`src/rtl/ir_fetch_buffer.sv`:
```
// Instruction fetch front end: owns the fetch PC, keeps one I-cache read in flight,
// and queues fetched {pc, instr} pairs in a small circular FIFO for the IQ.
module ir_fetch_buffer #(
   parameter int               DEPTH    = 4,
   parameter int               XLEN     = 32,
   parameter logic [XLEN-1:0]  RESET_PC = 32'h60000000,
   parameter int               PC_STEP  = 4
) (
   input  logic                       clk,
   input  logic                       rst,
   output logic                       instr_read,
   output logic [XLEN-1:0]            instr_mem_address,
   input  logic                       instr_mem_resp,
   input  logic [XLEN-1:0]            in,
   input  logic                       redirect,
   input  logic [XLEN-1:0]            redirect_pc,
   output logic                       out_valid,
   output logic [XLEN-1:0]            out_instr,
   output logic [XLEN-1:0]            out_pc,
   input  logic                       out_ack,
   output logic [$clog2(DEPTH):0]     count
);

   localparam int PW = $clog2(DEPTH);
   localparam int CW = PW + 1;

   localparam logic [1:0] IDLE  = 2'd0;
   localparam logic [1:0] FETCH = 2'd1;
   localparam logic [1:0] DRAIN = 2'd2;

   logic [1:0]       state_reg, state_next;
   logic [XLEN-1:0]  fetch_pc_reg, fetch_pc_next;
   logic [XLEN-1:0]  drain_addr_reg;
   logic [PW-1:0]    head_reg, tail_reg;
   logic [CW-1:0]    count_reg, count_next;
   logic [XLEN-1:0]  pc_mem_reg    [DEPTH];
   logic [XLEN-1:0]  instr_mem_reg [DEPTH];
   logic [DEPTH-1:0] wr_en;
   logic             push, pop;

   assign push      = (state_reg == FETCH) && instr_mem_resp && !redirect;
   assign out_valid = (count_reg != '0) && !redirect;
   assign pop       = out_valid && out_ack;

   assign instr_read        = (state_reg == FETCH) || (state_reg == DRAIN);
   // While draining, the I-cache still expects the address of the abandoned read.
   assign instr_mem_address = (state_reg == DRAIN) ? drain_addr_reg : fetch_pc_reg;

   assign out_instr = instr_mem_reg[head_reg];
   assign out_pc    = pc_mem_reg[head_reg];
   assign count     = count_reg;

   always_comb begin
      state_next    = state_reg;
      fetch_pc_next = fetch_pc_reg;
      case (state_reg)
         IDLE: begin
            if (redirect)
               fetch_pc_next = redirect_pc;
            else if (count_reg < CW'(DEPTH))
               state_next = FETCH;
         end
         FETCH: begin
            if (instr_mem_resp) begin
               state_next    = IDLE;
               fetch_pc_next = redirect ? redirect_pc : fetch_pc_reg + XLEN'(PC_STEP);
            end else if (redirect) begin
               state_next    = DRAIN;
               fetch_pc_next = redirect_pc;
            end
         end
         DRAIN: begin
            if (redirect)
               fetch_pc_next = redirect_pc;
            if (instr_mem_resp)
               state_next = IDLE;
         end
         default: state_next = IDLE;
      endcase
   end

   always_comb begin
      count_next = count_reg;
      if (redirect)
         count_next = '0;
      else if (push && !pop)
         count_next = count_reg + CW'(1);
      else if (pop && !push)
         count_next = count_reg - CW'(1);
   end

   always_ff @(posedge clk) begin
      if (rst) begin
         state_reg      <= IDLE;
         fetch_pc_reg   <= RESET_PC;
         drain_addr_reg <= RESET_PC;
         head_reg       <= '0;
         tail_reg       <= '0;
         count_reg      <= '0;
      end else begin
         state_reg    <= state_next;
         fetch_pc_reg <= fetch_pc_next;
         count_reg    <= count_next;
         if (state_reg == FETCH)
            drain_addr_reg <= fetch_pc_reg;
         if (redirect) begin
            head_reg <= '0;
            tail_reg <= '0;
         end else begin
            if (pop)
               head_reg <= head_reg + PW'(1);
            if (push)
               tail_reg <= tail_reg + PW'(1);
         end
      end
   end

   genvar gi;
   generate
      for (gi = 0; gi < DEPTH; gi++) begin : g_wr_en
         assign wr_en[gi] = push && (tail_reg == PW'(gi));
      end
   endgenerate

   always_ff @(posedge clk) begin
      for (int i = 0; i < DEPTH; i++) begin
         if (rst) begin
            pc_mem_reg[i]    <= '0;
            instr_mem_reg[i] <= '0;
         end else if (wr_en[i]) begin
            pc_mem_reg[i]    <= fetch_pc_reg;
            instr_mem_reg[i] <= in;
         end
      end
   end

   // A fetch only starts with a free slot and count cannot rise mid-read.
   no_overflow: assert property (@(posedge clk) disable iff (rst)
      !(push && count_reg == CW'(DEPTH)));

endmodule
```
`config.mk`:
```
export PLATFORM = sky130hd
export DESIGN_NAME = ir_fetch_buffer
export DESIGN_NICKNAME = d
export VERILOG_FILES = /design/src/rtl/ir_fetch_buffer.sv
export SDC_FILE = /design/constraint.sdc
export NUM_CORES = 1
export LEC_CHECK = 0
export ABC_AREA = 1
export CELL_PAD_IN_SITES_DETAIL_PLACEMENT = 0
export CELL_PAD_IN_SITES_GLOBAL_PLACEMENT = 2
export CORE_MARGIN = 4
export CORE_UTILIZATION = 35
export CTS_CLUSTER_DIAMETER = 30
export CTS_CLUSTER_SIZE = 30
export DETAILED_ROUTE_END_ITERATION = 10
export PLACE_DENSITY = 0.9
export SYNTH_ARGS = -nofsm -noshare
export SYNTH_HDL_FRONTEND = slang
export SYNTH_SLANG_ARGS = --single-unit
```
`constraint.sdc`:
```
create_clock -name clk -period 3.8 [get_ports clk]
set_clock_uncertainty 0.1 [all_clocks]
set_input_delay 0.76 -clock clk [delete_from_list [all_inputs] [get_ports clk]]
set_output_delay 0.76 -clock clk [all_outputs]
set_load 0.05 [all_outputs]
```
## Word-level counts from Yosys, hierarchy flattened

Memories as Yosys holds them, arrays and structs flattened. A register that Yosys moved wholly into a read port is not among the register bits.
Cells that the tools add are included.
Widths: inputs -> output; s select.

- Reductions and logical operators: 22
- Muxes and demuxes: 39
- $lt $le $gt $ge: 1
- Equality and inequality tests: 9
- Bitwise logic cells: 8
- $add $sub $neg: 5

Operators with widths:

| cell | number |
|---|---|
| $mux 32 | 12 |
| $pmux 32 s2 | 1 |
| $add 32x3->32 const B | 1 |
| $mux 2 | 9 |
| $mux 1 | 14 |
| $logic_and 1x1->1 | 10 |
| $or 1x1->1 | 8 |
| $eq 2x2->1 const B | 3 |
| $mux 3 | 2 |
| $ne 2x2->1 const B | 3 |
| $pmux 2 s3 | 1 |
| $add 2x1->2 const B | 2 |
| $eq 2x1->1 const B | 2 |
| $logic_not 2->1 | 2 |
| $reduce_and 4->1 | 1 |
| $reduce_bool 2->1 | 2 |
| $reduce_or 2->1 | 2 |
| $add 3x1->3 const B | 1 |
| $logic_not 1->1 | 3 |
| $lt 3x3->1 const B | 1 |
| $ne 3x3->1 const B | 1 |
| $reduce_bool 3->1 | 1 |
| $sub 3x1->3 const B | 1 |
| $logic_or 1x1->1 | 1 |

- Bits in writable memories: 256
- Register bits after elaboration: 73
- Output and inout port bits: 101
- Memories: 2

Memory list:

| memory | depth | bits a word | read ports | clocked after memory_dff | write ports | line | text |
|---|---|---|---|---|---|---|---|
| instr_mem_reg | 4 | 32 | 1 | 1 | 4 | 37 | `logic [XLEN-1:0] instr_mem_reg [DEPTH];` |
| pc_mem_reg | 4 | 32 | 1 | 1 | 4 | 36 | `logic [XLEN-1:0] pc_mem_reg [DEPTH];` |

## Longest topological paths before layout

Gate-level depths: netlist of run 1.

- Depth in word-level cells: 8
- Mapped depth: 12
- Depth with buffers taken out: 12

## Worst setup path before layout of run 1

No wires, ideal clock.

- Path kind: input to register
- Start: input port rst
- End: memory instr_mem_reg[0][0] (enable)
- Cell stages on the path: 5
- Setup slack: 0.484 ns
- Data arrival time: 2.792 ns
- Setup time: 0.424 ns
- Cells stage by stage: clkbuf_1 inv_2 buf_2 buf_2 nand2_1

RTL lines:

| element | line | text |
|---|---|---|
| from (decl) | 10 | `input logic rst,` |
| to (decl) | 37 |  |

## Worst setup path after layout of run 1

- Start: register state_reg[0]
- End: output port instr_mem_address[21]

- Longest elaborated chain between the ends: 2

Ends and longest elaborated chain:

| element | line | text |
|---|---|---|
| from (decl) | 31 | `logic [1:0] state_reg, state_next;` |
| from (signal assigned) | 101 | `state_reg <= state_next;` |
| $eq 2x2->1 | 47 | `assign instr_mem_address = (state_reg == DRAIN) ? drain_addr_reg : fetch_pc_reg;` |
| $mux 32 | 47 |  |
| to (decl) | 12 | `output logic [XLEN-1:0] instr_mem_address,` |

No other way between the ends.

==> flow_summary.json, run 1 <==
{
  "drt_iter0_drc": 843,
  "drv_slew": 0,
  "cap_viol_max_count": 0,
  "grt_max_degree": 109,
  "yosys.area.top_type_share_pct": 51.3,
  "endpoint_kind": "output port",
  "area_delta_synth_final_pct": 32.6,
  "grt.total_usage_pct": 18.3,
  "syn_avg_cell_area_um2": 9.46,
  "clock_path_buffers": 3,
  "hold_viol_final": 0,
  "layout-drive-gt1-share_pct": 14.1,
  "period_minus_slack_ps": 3590,
  "nNetsFinal": 1837,
  "viasPerCell": 5.07,
  "final_util_pct": 47.1,
  "wire_per_inst_um": 18.4,
  "dieArea_um2": 46200,
  "synth_top_family_by_area": "simple AND/OR/NAND/NOR gates",
  "arrival_ps": 2730,
  "startpoint_type": "flop",
  "detail-route-antenna-nets": 0,
  "clock_sinks": 331,
  "yosysSeqAreaShare_pct": 61.3,
  "synthXorXnorAreaFrac_pct": 0.526,
  "ys_warn_count": 0,
  "clock_latency_ps": 580,
  "diodes": 0,
  "slowest_stage": "clkdlybuf4s50_1",
  "ios": 170,
  "syn_area_um2": 15000,
  "required_ps": 2940,
  "clk_pin_slew_ps": 40,
  "leakage_nw": 7.76,
  "vias": 12000,
  "min_path_type": "reg -> reg",
  "syn-instance-count": 1584,
  "gp_congestion": 0.812,
  "die_width_um": 215,
  "worstMarginPinSlew_ps": 629,
  "fillCellCount": 3945,
  "ys_top_cells_by_area": "edfxtp_1 (51%), nor2_1 (11%), dfxtp_1 (10%), o21ai_0 (7.4%), nand2_1 (3.4%)",
  "grt_pass1_wl_um": 67500,
  "pre_cts_slack_ps": 651,
  "fin_cells": 2361,
  "fin_tns_setup_ps": 0,
  "max_stage_delay_ps": 840,
  "antenna_found_initial": 0,
  "ys_ff_latch": 331,
  "gr-total-overflow": 0,
  "die_h_um": 215,
  "synth-compound-area-share_pct": 13.7,
  "finalSetupViolations": 0,
  "slew_headroom_pct": 58.1,
  "cp_top_family": "buffers and inverters",
  "synthAdderAreaFrac_pct": 0.969,
  "yosys.area_share.simple_pct": 18.0,
  "remaining_drc_errors": 0,
  "yosys.cell_types.count": 37,
  "synthMuxAreaShare_pct": 0,
  "cts_made_buffers": 79,
  "crit_fanout": 42,
  "crit_chain": "inv_1 -> ha_2 -> buf_12 -> nand2_1 -> o21ai_0 -> clkdlybuf4s50_1",
  "vdd.ir_drop.worst_mv": 0.363,
  "min_period_over_period_pct": 94.4,
  "drt-total-wl_um": 43300,
  "htree_num_levels": 3,
  "coreArea_um2": 42100,
  "cts_tree": "built",
  "crit_buf_inv": 3,
  "synth_top_area_cell": "edfxtp_1",
  "synth_edf_count": 256,
  "clockRootBuffer": "clkbuf_16",
  "dp_hpwl_um": 25700,
  "powerDensity_nw_per_um2": 674,
  "holdWs_ps": 377,
  "synth_ff_type": "edfxtp_1",
  "rsz0062_at_grt": "false",
  "synth_commonest_cells": "nor2_1 (431), edfxtp_1 (256), o21ai_0 (221), nand2_1 (136), inv_1 (96)",
  "start_util_pct": 35.6,
  "async_flop_share_pct": 0,
  "io_buffers": 169,
  "fin_ws_ps": 212,
  "rows": 75,
  "dp.cells": 2215,
  "first_pass_iters": 5,
  "status": "complete, no violations",
  "post_cts_buffers": 0,
  "crit_type": "reg -> out",
  "first_global_vias": 12000,
  "max_freq_ghz": 0.279,
  "synth_most_common_cell": "nor2_1",
  "syn_nets": 1664
}
-- worst register-to-register path, cell delays in order (launching register included) --
cell and delay, ps:
dfxtp_1 370, inv_1 100, ha_2 330, buf_12 220, nor2_1 100, nand2_1 80
inv_2 300, nand3_4 170, nor2_2 150, nand2_1 80, a21oi_1 120, o21ai_1 80
nand2_1 60, inv_1 30
-- power breakdown --
| group | switching [W] | leakage [nW] | total, W | internal (W) |
|---|---|---|---|---|
| logic | 0.00155 | 3.18 | 0.00217 | 0.000619 |
| registers | 0.000165 | 3.27 | 0.00440 | 0.00424 |
| clock network | 0.00215 | 1.32 | 0.00682 | 0.00467 |
| total | 0.00386 | 7.76 | 0.0134 | 0.00953 |
-- worst paths after layout --
check	startpoint	end	slack, ps	depth (start not counted)
setup / recovery	state_reg[0]	instr_mem_address[21]	210	6
hold / removal	drain_addr_reg[30]	drain_addr_reg[30]	380	2
setup reg to reg	state_reg[0]	fetch_pc_reg[16]	1400	13
hold reg to reg	drain_addr_reg[30]	drain_addr_reg[30]	380	2
-- routing by layer --
layer | vias to the layer above | track usage (%) | share of wire [%]
li1 | 5797 | - | -
met1 | 5745 | 24.3 | 44
met2 | 359 | 29.9 | 47
met3 | 74 | 4.24 | 6.2
met4 | 0 | 6.07 | 2.2
met5 | - | 0 | 0
-- cell usage in the layout, fill, tap and decap left out, drive strengths merged, types with 7 or more instances in the layout --
cell type / instances
o21ai: 224
a31oi: 7
nor2: 447
xor2: 9
bufinv: 10
nand3: 36
clkdlybuf4s50: 107
clkinv: 25
a21oi: 71
buf: 85
ha: 10
clkinvlp: 8
dfxtp: 75
inv: 107
nand2: 144
o221ai: 8
clkbuf: 100
o22ai: 64
nand4: 10
edfxtp: 256
-- cell families (layout without fill, tap and decap cells) --
kind of cell | count (synthesis) | count (layout)
AO/OA/AOI/OAI | 381 | 381
buffers and inverters | 205 | 443
flip-flops | 331 | 331
AND/OR/NAND/NOR | 647 | 647
adder cells (fa/ha/maj) | 11 | 11
XOR/XNOR | 9 | 9
-- cell type report --
type	instances	area, um2	share of cell area, %
Tap cell	539	674	3.40
Clock buffer	100	2140	10.8
Inverter	104	392	1.97
Timing Repair Buffer	193	1860	9.36
Clock inverter	46	604	3.04
Sequential cell	331	9190	46.3
Multi-Input combinational cell	1048	5000	25.2
-- repair_timing --
| action | CTS | global route |
|---|---|---|
| gates resized for setup | 0 | 1 |
| hold buffers | 0 | 0 |
| endpoints found under the setup margin | 0 | 1 |
-- metrics by stage --
step | cell area, um2 | power (W)
finish | 19900 | 0.0134
global route | 19900 | 0.0139
CTS | 19900 | 0.0135
detailed placement | 17100 | 0.00664
global placement | 17100 | 0.00662
floorplan | 15000 | 0.00588
Power figures use the tool's default switching activity.
==> run 2, diff against run 1 <==
CELL_PAD_IN_SITES_DETAIL_PLACEMENT = not set   (was 0)
CELL_PAD_IN_SITES_GLOBAL_PLACEMENT = not set   (was 2)
CORE_UTILIZATION = 56   (was 35)
PLACE_DENSITY = 0.91   (was 0.9)
SETUP_SLACK_MARGIN = 0.3   (was not set)
SKIP_CTS_REPAIR_TIMING = 1   (was not set)
==> run 2 against run 1 <==
Against the previous run:
- die area fell by 36%
- core utilization grew 26 points
- fmax rose by 6.3%
- clock power decreased by 20%
- final cell count is 9.9% lower
- flip-flop and latch count unchanged
- largest power group unchanged
==> flow_summary.json, run 2 (same netlist as run 1, synthesis figures left out) <==
{
  "die_width_um": 172,
  "gp_congestion": 0.909,
  "clk_pin_slew_ps": 50,
  "gr-total-overflow": 0,
  "grt_max_degree": 121,
  "drt_iter0_drc": 1685,
  "first_global_vias": 12900,
  "clockRootBuffer": "clkbuf_16",
  "wire_per_inst_um": 20.0,
  "layout-drive-gt1-share_pct": 13.6,
  "min_path_cells": 2,
  "fin_cells": 2128,
  "clock_sinks": 331,
  "ios": 170,
  "status": "complete, no violations",
  "dieArea_um2": 29400,
  "htree_num_levels": 2,
  "cts_made_buffers": 61,
  "fillCellCount": 1691,
  "detail-route-antenna-nets": 0,
  "r2r_start": "state_reg[1]",
  "endpoint_kind": "output port",
  "fin_area_um2": 19100,
  "coreArea_um2": 26200,
  "grt.total_usage_pct": 28.2,
  "drt-total-wl_um": 42500,
  "combPwrFrac_pct": 18.1,
  "vdd.ir_drop.worst_mv": 0.486,
  "clock_latency_ps": 600,
  "die_h_um": 172,
  "cap_viol_max_count": 0,
  "hold_end": "drain_addr_reg[29]",
  "diodes": 0,
  "powerDensity_nw_per_um2": 630,
  "min_path_type": "reg -> reg",
  "finalSetupViolations": 0,
  "required_ps": 2940,
  "io_buffers": 169,
  "power.internal_w": 0.00832,
  "slowest_stage": "clkdlybuf4s50_1",
  "cp_top_family": "buffers and inverters",
  "startpoint_type": "flop",
  "seqPwrFrac_pct": 36.7,
  "leakage_nw": 7.88,
  "rsz0062_at_grt": "false",
  "worstMarginPinSlew_ps": 768,
  "period_minus_slack_ps": 3380,
  "regToRegEndpoint": "instr_mem_reg[3][1]",
  "clock_path_buffers": 3,
  "cts_tree": "built",
  "antenna_found_initial": 0,
  "first_pass_iters": 8,
  "max_freq_ghz": 0.296,
  "pre_cts_slack_ps": 634,
  "postPlaceCellArea_um2": 16900,
  "area_delta_synth_final_pct": 27.4,
  "hold_start": "drain_addr_reg[29]",
  "nNetsFinal": 1825,
  "crit_chain": "inv_1 -> ha_2 -> nand2_1 -> o21ai_0 -> clkdlybuf4s50_1",
  "max_stage_delay_ps": 850,
  "vias": 12700,
  "rr_worst_depth": 7,
  "final_common_cell": "nor2_1",
  "grt_pass1_wl_um": 66100,
  "r2r_slack_ps": 1360,
  "arrival_ps": 2520,
  "viasPerCell": 5.98,
  "fin_ws_ps": 425,
  "remaining_drc_errors": 0,
  "drv_slew": 0,
  "final_cell_mix": "nor2_1 (431), edfxtp_1 (256), o21ai_0 (221), nand2_1 (132), inv_1 (95)",
  "hold_viol_final": 0,
  "p_sw_w": 0.00370,
  "dp.cells": 2017,
  "crit_type": "reg -> out",
  "rows": 59,
  "crit_fanout": 23,
  "p_clk_share_pct": 45.2,
  "final_util_pct": 72.9,
  "start_util_pct": 57.2,
  "dp_hpwl_um": 24200,
  "crit_buf_inv": 2,
  "swShare_pct": 30.8,
  "min_period_over_period_pct": 88.8,
  "slew_headroom_pct": 48.8,
  "holdWs_ps": 402
}
[run 2: changes by cell type in the layout (fill, tap and decap cells not counted), sizes merged, moves of 3 or more]
cell           change
buf                +9
bufinv             -3
clkbuf            -33
dlymetal6s2s      +26
clkdlybuf4s50     -29
clkinvlp           -4
inv                +7
[run 2: area by class of cell]
cell class              count  area (um2)  area share [%]
repair buffers            199        1980            10.4
well taps                 335         419            2.20
flip-flops and latches    331        9190            48.2
clock inverters            44         549            2.88
inverters                 104         392            2.05
multi-input cells        1048        5000            26.2
clock buffers              67        1560            8.17
[run 2: metal layers]
layer	up-vias	part of all wire, %	global-route usage (%)
met5	-	0	0
met4	0	3.5	11.5
met3	134	11	5.91
met2	813	49	47.8
met1	6016	37	35.5
li1	5756	-	-
[run 2: stage by stage]
stage	total power, W	setup TNS, ps
floorplan	0.00588	0
global placement	0.00653	0
detailed placement	0.00659	0
CTS	0.0120	-9.17
global route	0.0124	0
finish	0.0120	0
[run 2: worst max-delay path by stage]
stage,startpoint,to,slack (ps),cells after the start
finish,state_reg[0],instr_mem_address[5],420,5
global route,state_reg[0],instr_mem_address[21],300,6
CTS,state_reg[0],instr_mem_address[15],-9,6
floorplan,rst,instr_mem_reg[0][0],480,5
detailed placement,state_reg[0],instr_mem_address[15],630,6
global placement,state_reg[0],instr_mem_address[29],730,6
[run 2: worst register-to-register path: stages, from the launching register on]
cell	delay, ps
dfxtp_1	330
inv_1	100
ha_2	200
nand2_2	110
nor2_8	210
nand3_2	630
buf_12	430
nor2_1	140
[run 2: power by group through the flow]
stage | Clock [W] | Combinational [W] | Sequential [W]
after floorplan | 0 | 0.00145 | 0.00443
after global placement | 0 | 0.00208 | 0.00445
after detailed placement | 0 | 0.00213 | 0.00446
after CTS | 0.00547 | 0.00216 | 0.00440
after global routing | 0.00565 | 0.00232 | 0.00444
final | 0.00544 | 0.00217 | 0.00441
==> run 3, diff against run 2 <==
ABC_AREA = not set   (was 1)
CORE_UTILIZATION = 45   (was 56)
PLACE_DENSITY = 0.77   (was 0.91)
clock period = 3.35 ns   (was 3.8 ns; I/O delays follow)
==> run 3 against run 2 <==
Against the previous run:
- combinational power decreased by 49%
- power increased by 4.3%
- core utilization fell by 12 points
- cell area is 6.7% higher
- flip-flop and latch count unchanged
- worst hold slack worse by 34 ps
- via count decreased by 16%
- count of clock-buffer cells in the layout is 10 higher
- largest power group unchanged
- critical path type unchanged
- global-route usage is 6.9 points lower
==> flow_summary.json, run 3 <==
{
  "power.internal_w": 0.00949,
  "remaining_drc_errors": 0,
  "syn_avg_cell_area_um2": 13.0,
  "arrival_ps": 2200,
  "vdd.ir_drop.worst_mv": 0.327,
  "first_pass_iters": 7,
  "r2r_start": "state_reg[0]",
  "yosysSeqAreaShare_pct": 60.1,
  "area_delta_synth_final_pct": 33.3,
  "gp_congestion": 0.886,
  "r2r_slack_ps": 800,
  "grt_pass1_wl_um": 61500,
  "wire_per_inst_um": 21.9,
  "regToRegEndpoint": "fetch_pc_reg[29]",
  "clk_pin_slew_ps": 50,
  "startpoint_type": "flop",
  "diodes": 0,
  "clockRootBuffer": "clkbuf_16",
  "synth_edf_count": 256,
  "grt.total_usage_pct": 21.3,
  "min_path_cells": 2,
  "io_buffers": 169,
  "ys_top_cells_by_area": "edfxtp_1 (50%), and3_1 (10%), dfxtp_1 (9.8%), mux4_2 (9.4%), mux2i_1 (2.6%)",
  "status": "complete, no violations",
  "critical_path_depth": 3,
  "gr-total-overflow": 0,
  "final_cell_mix": "and3_1 (256), edfxtp_1 (256), clkbuf_16 (73), dfxtp_1 (73), clkdlybuf4s50_1 (71)",
  "antenna_found_initial": 0,
  "die_h_um": 192,
  "powerDensity_nw_per_um2": 616,
  "crit_end": "out_pc[25]",
  "crit_chain": "buf_12 -> mux4_2 -> dlymetal6s2s_1",
  "fillCellCount": 2477,
  "worstMarginPinSlew_ps": 747,
  "hold_start": "drain_addr_reg[29]",
  "crit_fanout": 37,
  "dp_hpwl_um": 22700,
  "finalSetupViolations": 0,
  "clock_latency_ps": 560,
  "slew_headroom_pct": 50.2,
  "crit_type": "reg -> out",
  "leakage_nw": 8.92,
  "drt_iter0_drc": 891,
  "min_period_over_period_pct": 88.7,
  "ios": 170,
  "rr_worst_depth": 7,
  "syn_area_um2": 15300,
  "async_flop_share_pct": 0,
  "yosys.cell_types.count": 63,
  "swShare_pct": 24.4,
  "slowest_stage": "dfxtp_2",
  "detail-route-antenna-nets": 0,
  "clock_sinks": 331,
  "cap_viol_max_count": 0,
  "p_sw_w": 0.00306,
  "endpoint_kind": "output port",
  "dieArea_um2": 37000,
  "syn-instance-count": 1177,
  "synth_top_area_cell": "edfxtp_1",
  "nNetsFinal": 1418,
  "yosys.area.top_type_share_pct": 50.3,
  "drt-total-wl_um": 40300,
  "postPlaceCellArea_um2": 17800,
  "period_minus_slack_ps": 2970,
  "fin_tns_setup_ps": 0,
  "grt_max_degree": 88,
  "required_ps": 2580,
  "cp_top_family": "buffers and inverters",
  "start_util_pct": 45.6,
  "crit_buf_inv": 2,
  "die_width_um": 192,
  "hold_viol_final": 0,
  "syn_nets": 1257,
  "drv_slew": 0,
  "max_freq_ghz": 0.337,
  "first_global_vias": 11000,
  "ys_warn_count": 0,
  "vias": 10700,
  "cts_tree": "built",
  "combPwrFrac_pct": 8.8,
  "clock_path_buffers": 3,
  "ys_ff_latch": 331,
  "p_clk_share_pct": 53.8,
  "rsz0062_at_grt": "true",
  "fin_area_um2": 20400,
  "coreArea_um2": 33500,
  "layout-drive-gt1-share_pct": 22.2,
  "fin_cells": 1842,
  "max_stage_delay_ps": 580,
  "rows": 67,
  "dp.cells": 1709,
  "viasPerCell": 5.83,
  "seqPwrFrac_pct": 37.4,
  "synth_commonest_cells": "and3_1 (256), edfxtp_1 (256), clkbuf_1 (102), dfxtp_1 (75), nor2_1 (66)",
  "htree_num_levels": 3,
  "holdWs_ps": 369,
  "synth_ff_type": "edfxtp_1",
  "min_path_type": "reg -> reg",
  "cts_made_buffers": 70
}
## run 3: final cells by class
cell class / instances / area, um2 / area share, %
repair buffers: 214 / 2660 / 13.0
inverters: 20 / 75.1 / 0.368
clock inverters: 51 / 543 / 2.66
multi-input cells: 701 / 5550 / 27.2
flip-flops and latches: 331 / 9190 / 45.1
well taps: 448 / 561 / 2.75
clock buffers: 77 / 1800 / 8.83
## run 3: how the worst min path moves through the flow
stage,end,slack (ps)
5_1_grt,drain_addr_reg[16],410
2_1_floorplan,drain_addr_reg[29],340
3_5_place_dp,drain_addr_reg[29],360
4_1_cts,drain_addr_reg[29],370
6_report,drain_addr_reg[29],370
3_3_place_gp,drain_addr_reg[29],350
## run 3: power by group through the flow
stage	Clock [W]	Sequential, W	Combinational, W
6_report	0.00675	0.00470	0.00110
5_1_grt	0.00705	0.00471	0.00115
4_1_cts	0.00682	0.00470	0.00110
3_5_place_dp	0	0.00477	0.00110
3_3_place_gp	0	0.00476	0.00109
2_1_floorplan	0	0.00472	0.000657
## run 3: per-stage QoR
step | utilization [%] | setup slack [ps] | power (W)
2_1_floorplan | - | 67.0 | 0.00537
3_3_place_gp | 53.1 | 396 | 0.00585
3_5_place_dp | 53.1 | 303 | 0.00587
4_1_cts | 60.1 | -163 | 0.0126
5_1_grt | 60.8 | 283 | 0.0129
6_report | 60.8 | 379 | 0.0125
## run 3: cell families after synthesis
| group | share of synthesized area (%) |
|---|---|
| muxes | 13.6 |
| buffers and inverters | 3.82 |
| and+or+nand+nor | 17.3 |
| adders and majority gates | 0.950 |
| xor gates and xnor gates | 0.344 |
| AOI/OAI and AO/OA | 3.90 |
| DFF | 60.1 |
## run 3: worst reg2reg max path, delay by kind of cell (launching register included)
family,cells,cell delay (ps)
AOI/OAI and AO/OA,1,270
and+or+nand+nor,4,1380
DFF,1,380
adders and majority gates,1,260
buffers and inverters,1,80
## run 3: metal layers
metal,vias up,track usage [%],routed length (um)
li1,4845,-,-
met1,5347,28.7,16700
met2,491,34.6,19600
met3,59,4.78,3230
met4,0,6.97,796
met5,-,0,0
